[src/rtl/aes_req_arbiter.sv]
`default_nettype none
// ============================================================================
// Module   : aes_req_arbiter
// Purpose  : Round-robin scheduler sharing one AES_top core among NUM_REQ
//            requesters; optional RUN watchdog via AES_ARB_TIMEOUT_EN.
// Revision : 1.0 - initial release
// ============================================================================
module aes_req_arbiter #(
   parameter int NUM_REQ = 4,
   parameter int PTR_W   = 2,
   parameter int TIMEOUT = 64
) (
   input  logic                   AES_clk,
   input  logic                   AES_rst_n,
   input  logic [NUM_REQ-1:0]     req_valid,
   output logic [NUM_REQ-1:0]     req_ready,
   input  logic [NUM_REQ*128-1:0] req_data,
   input  logic [NUM_REQ*128-1:0] req_key,
   output logic [NUM_REQ-1:0]     rsp_valid,
   input  logic [NUM_REQ-1:0]     rsp_ready,
   output logic [127:0]           rsp_data,
   output logic                   rsp_err,
   output logic                   core_en,
   output logic [127:0]           core_data_in,
   output logic [127:0]           core_key_in,
   input  logic [127:0]           core_data_out,
   input  logic                   core_data_out_valid,
   output logic                   busy
);

   localparam logic [PTR_W:0]   c_num_req = (PTR_W+1)'(NUM_REQ);
   localparam logic [PTR_W-1:0] c_last    = PTR_W'(NUM_REQ-1);

   if (NUM_REQ < 2 || NUM_REQ > 8 || PTR_W != $clog2(NUM_REQ) || TIMEOUT < 1) begin : g_param_check
      $error("aes_req_arbiter: illegal NUM_REQ/PTR_W/TIMEOUT combination");
   end

   typedef enum logic [1:0] {
      ST_IDLE = 2'd0,
      ST_RUN  = 2'd1,
      ST_RESP = 2'd2,
      ST_GAP  = 2'd3
   } state_t;

   state_t             r_state;
   logic [PTR_W-1:0]   r_rr_ptr;
   logic [PTR_W-1:0]   r_owner;
   logic               r_core_en;
   logic [127:0]       r_core_data_in;
   logic [127:0]       r_core_key_in;
   logic [NUM_REQ-1:0] r_rsp_valid;
   logic [127:0]       r_rsp_data;

   logic               w_found;
   logic [PTR_W-1:0]   w_winner;
   logic [PTR_W-1:0]   w_next_ptr;
   logic [PTR_W:0]     w_sum;
   logic [NUM_REQ-1:0] w_owner_onehot;

`ifdef AES_ARB_TIMEOUT_EN
   localparam int               c_cnt_w   = $clog2(TIMEOUT+1);
   localparam logic [c_cnt_w-1:0] c_cnt_max = c_cnt_w'(TIMEOUT-1);
   logic               r_rsp_err;
   logic [c_cnt_w-1:0] r_cnt;
`endif

   // First requesting index at or after rr_ptr, wrapping modulo NUM_REQ.
   always_comb begin
      w_found  = 1'b0;
      w_winner = '0;
      w_sum    = '0;
      for (int k = 0; k < NUM_REQ; k++) begin
         w_sum = {1'b0, r_rr_ptr} + (PTR_W+1)'(k);
         if (w_sum >= c_num_req) begin
            w_sum = w_sum - c_num_req;
         end
         if (!w_found && req_valid[w_sum[PTR_W-1:0]]) begin
            w_found  = 1'b1;
            w_winner = w_sum[PTR_W-1:0];
         end
      end
   end

   assign w_next_ptr     = (w_winner == c_last) ? '0 : w_winner + 1'b1;
   assign w_owner_onehot = NUM_REQ'(1) << r_owner;

   assign req_ready = (r_state == ST_IDLE && w_found) ? (NUM_REQ'(1) << w_winner) : '0;

   always_ff @(posedge AES_clk or negedge AES_rst_n) begin
      if (!AES_rst_n) begin
         r_state        <= ST_IDLE;
         r_rr_ptr       <= '0;
         r_owner        <= '0;
         r_core_en      <= 1'b0;
         r_core_data_in <= '0;
         r_core_key_in  <= '0;
         r_rsp_valid    <= '0;
         r_rsp_data     <= '0;
`ifdef AES_ARB_TIMEOUT_EN
         r_rsp_err      <= 1'b0;
         r_cnt          <= '0;
`endif
      end else begin
         case (r_state)
            ST_IDLE: begin
               if (w_found) begin
                  r_core_data_in <= req_data[w_winner*128 +: 128];
                  r_core_key_in  <= req_key[w_winner*128 +: 128];
                  r_owner        <= w_winner;
                  r_rr_ptr       <= w_next_ptr;
                  r_core_en      <= 1'b1;
                  r_state        <= ST_RUN;
`ifdef AES_ARB_TIMEOUT_EN
                  r_cnt          <= '0;
`endif
               end
            end
            ST_RUN: begin
               // A core result on the final watchdog cycle still counts as success.
               if (core_data_out_valid) begin
                  r_rsp_data  <= core_data_out;
                  r_core_en   <= 1'b0;
                  r_rsp_valid <= w_owner_onehot;
                  r_state     <= ST_RESP;
`ifdef AES_ARB_TIMEOUT_EN
                  r_rsp_err   <= 1'b0;
               end else if (r_cnt == c_cnt_max) begin
                  r_rsp_data  <= '0;
                  r_rsp_err   <= 1'b1;
                  r_core_en   <= 1'b0;
                  r_rsp_valid <= w_owner_onehot;
                  r_state     <= ST_RESP;
               end else begin
                  r_cnt       <= r_cnt + 1'b1;
`endif
               end
            end
            ST_RESP: begin
               if (rsp_ready[r_owner]) begin
                  r_rsp_valid <= '0;
                  r_state     <= ST_GAP;
               end
            end
            ST_GAP: begin
               r_state <= ST_IDLE;
            end
            default: begin
               r_state <= ST_IDLE;
            end
         endcase
      end
   end

   assign core_en      = r_core_en;
   assign core_data_in = r_core_data_in;
   assign core_key_in  = r_core_key_in;
   assign rsp_valid    = r_rsp_valid;
   assign rsp_data     = r_rsp_data;
   assign busy         = (r_state != ST_IDLE);
`ifdef AES_ARB_TIMEOUT_EN
   assign rsp_err      = r_rsp_err;
`else
   assign rsp_err      = 1'b0;
`endif

endmodule
`default_nettype wire
[config.mk]
export PLATFORM = sky130hd
export DESIGN_NAME = aes_req_arbiter
export DESIGN_NICKNAME = d
export VERILOG_FILES = /design/src/rtl/aes_req_arbiter.sv
export SDC_FILE = /design/constraint.sdc
export NUM_CORES = 1
export LEC_CHECK = 0
export BUFFER_PORTS_ARGS = -buffer_cell sky130_fd_sc_hd__buf_4
export CAP_MARGIN = 25
export CORE_AREA = 8 8 609 611
export CTS_CLUSTER_SIZE = 8
export DETAILED_ROUTE_END_ITERATION = 8
export DIE_AREA = 0 0 617 619
export PLACE_DENSITY = 0.3
export SYNTH_ARGS = -nofsm -noshare
export SYNTH_HDL_FRONTEND = slang
export SYNTH_SLANG_ARGS = --single-unit
[constraint.sdc]
create_clock -name AES_clk -period 2.24 [get_ports AES_clk]
set_clock_uncertainty 0.1 [all_clocks]
set_input_delay 0.224 -clock AES_clk [delete_from_list [all_inputs] [get_ports AES_clk]]
set_output_delay 0.224 -clock AES_clk [all_outputs]
set_load 0.02 [all_outputs]
==> flow_summary.toml <==
[finish]
drive_above_1_share = 0.453
nFillCells = 40300
layout.nets = 5860
final_area_um2 = 56900
multi_input_area_um2 = 11300
area_growth_pct = 172
ff_latch_area_um2 = 9890

[min_path]
min_to = "r_owner[1]"
whs_path_depth = 6
min_from = "req_valid[0]"
hp-class = "in -> reg"

[routing]
first_pass_iters = 7
vias = 29300
route.detailed.drc = 0
drtIter0Drc = 1590
vias_per_cell = 3.06
wl_per_cell_um = 28.2
drtAntennaViolNets = 0
wirelength_um = 270000

[cts]
cts.clk_slew.worst_paths_ns = 0.06
clkSinkCount = 395
cts-root-buf = "clkbuf_16"
clockBufferDepth = 3
cts_buffers = 61
cts_tree = "done"
htreeDepth = 2
clk_latency_ns = 0.71

[outcome]
violations = "setup timing"
status = "complete, but fails checks"

[setup_path]
crit_path_top_delay_cell = "dfrtp_2"
startpoint = "r_rr_ptr[1]"
crit_cells = 7
critical_path_class = "reg -> out"
reg2reg_to = "core_key_in[92]"
crit_path_max_incr_delay_ns = 0.45
crit_buf_inv = 2
critPathArrivalTime_ns = 2.15
end_kind = "primary output"
critPathMaxFanout = 5
path_cells = "a21o_1 -> a21oi_1 -> o22a_1 -> buf_6 -> ha_4 -> and2_4 -> buf_6"
reg2reg_from = "r_rr_ptr[0]"
worst-r2r-setup-slack_ns = -0.20
crit_path_start_kind = "register"
critPathTopFamily = "compound AO/OA/AOI/OAI gates"
required_ns = 1.92
crit_top_cell = "buf_6"
r2r_cells = 10

[sta]
slew_viol_final = 0
period_needed_ns = 2.47
final-setup-viol-count = 166
fmaxAchievable_mhz = 404
worstMarginPinSlew_ns = 1.03
setup_ws_ns = -0.232
fin_crit_sh = 1.10
slew_headroom = 0.312
hold_viol_final = 0
hold_ws_ns = 0.110
rsz0062_at_grt = "true"

[global_route]
grt_max_degree = 76
grt_overflow_total = 0
grt_pass1_wl_um = 337000
grt_usage = 0.133
first_global_vias = 31700
antenna_found_initial = 231

[flow_run]
drv_cap = 0

[synthesis]
syn_area_um2 = 20900
synth_mux_area_frac = 0.315
synth_cell_type_count = 31
netlist_top_cells_area = "dfrtp_1 (47%), mux2i_1 (24%), o221ai_1 (11%)"
synth_xor_area_frac = 0
yosysSeqAreaShare = 0.472
synth-compound-area-share = 0.113
synth_warnings = 0
synth_top_area_frac = 0.472
postSynthCellCount = 1771
synth_top_family_by_area = "multiplexers"
syn_avg_cell_area_um2 = 11.8
synthAdderAreaFrac = 0.00299
ys_seq_elements = 395
syn_nets = 2939
yosys.area_share.simple = 0.0519
synth.largest_area_cell = "dfrtp_1"

[placed_design]
place.gp.congestion = 0.901
hpwl_um = 231000
io_buffers = 1556
dpl-instance-area_um2 = 40000
dp_worst_setup_slack_ns = -0.564

[pwr]
p_per_area_nw_per_um2 = 1100
peakVddDrop_v = 0.000812
leakagePower_uw = 0.0252

[floorplan]
core-area_um2 = 361000
die_h_um = 619
dieArea_um2 = 382000
rows = 221
start_util = 0.0580
die_w_um = 617
ioPinCount = 1558
[sequential cells by signal, summed over array words and instances (netlist names)]
| signal | flops |
|---|---|
| rsp_data | 128 |
| r_rr_ptr | 2 |
| core_en | 1 |
| r_owner | 2 |
| core_key_in | 128 |
| rsp_valid | 4 |
| core_data_in | 128 |
| r_state | 2 |
[worst max path at each step]
stage                                   to  slack, ns
after detailed placement  core_key_in[126]      -0.56
final                         req_ready[3]      -0.23
after floorplan               req_ready[1]       0.05
after global routing          req_ready[3]      -0.34
after global placement    core_key_in[126]      -0.63
after CTS                     req_ready[3]      -0.34
[Yosys cell counts]
master,n
a211o_1,1
a21o_1,2
a21oi_1,6
and2_1,1
and3_1,1
buf_1,7
buf_2,54
buf_4,5
buf_6,27
clkbuf_1,66
conb_1,1
dfrtp_1,395
ha_1,5
inv_1,9
inv_2,1
mux2_1,74
mux2_2,55
mux2i_1,512
mux4_2,1
nand2_1,267
nand2b_1,4
nor2_1,6
nor2b_1,1
nor3_1,1
nor4_2,1
o21ai_0,1
o21ai_1,5
o221ai_1,256
o22a_1,1
o22ai_1,1
o41ai_1,4
[cell type report]
type	count	share of cell area
Antenna cell	69	0.00303
Clock buffer	92	0.0307
Clock inverter	6	0.00152
Inverter	10	0.000880
Multi-Input combinational cell	1207	0.199
Sequential cell	395	0.174
Tap cell	4794	0.105
Timing Repair Buffer	3017	0.486
[metal layers]
metal,GRT usage,vias up,share of wire
li1,-,12700,-
met1,0.158,14600,0.40
met4,0.0270,152,0.025
met5,0,-,0.0037
met3,0.0445,452,0.079
met2,0.233,1437,0.49
[timing repair]
action	4_1_cts	5_1_grt
endpoints found under the hold margin	787	0
buffers inserted	53	2
pin swaps	134	5
hold buffers	1159	0
gates resized for setup	343	64
setup endpoints to repair	259	226
cloned	26	7
[where the power goes]
group          internal (uW)  switching [uW]
sequential             10800            2690
combinational          18100           21400
clock                   5380            4090
total                  34300           28200
[cells in the final DEF (no fill, tap or decap), types with 2 or more instances in the layout]
cell type,n
o221ai_2,35
o41ai_1,4
ha_4,2
clkbuf_1,22
nand2b_1,2
clkbuf_16,67
diode_2,69
nand2b_4,2
clkinv_2,2
clkbuf_8,8
a21oi_1,5
inv_2,2
nand2_1,265
dfrtp_1,394
mux2i_1,414
nand2_4,2
nor2_1,3
ha_1,3
buf_8,28
buf_6,50
mux2_2,55
buf_16,43
o21ai_1,5
buf_4,1672
a21o_1,2
buf_12,60
nor2_4,3
mux2i_4,56
mux2i_2,42
dlygate4sd3_1,1159
mux2_1,74
o221ai_1,221
inv_1,7
[worst reg2reg max path, delay by kind of cell (launching register included)]
| kind | cells | cell delay, ns |
|---|---|---|
| multiplexers | 1 | 0.24 |
| AO/OA/AOI/OAI | 3 | 0.49 |
| flip-flops | 1 | 0.38 |
| buffers and inverters | 6 | 1.07 |
[through the flow]
stage / utilization / power (uW) / std cells / TNS (ns)
after floorplan: - / 27600 / 1771 / 0
after global placement: 0.111 / 46100 / 8182 / -36.75
after detailed placement: 0.111 / 46200 / 8182 / -35.70
after CTS: 0.156 / 63000 / 9513 / -30.51
after global routing: 0.157 / 65700 / 9558 / -32.67
final: 0.158 / 62500 / 9590 / -14.12
[cells by family after synthesis]
logic type / after synthesis
AO/OA/AOI/OAI: 277
adder cells (fa/ha/maj): 5
buffers and inverters: 169
flip-flops: 395
multiplexers: 642
other: 1
AND/OR/NAND/NOR: 282
Power figures use the tool's default switching activity.
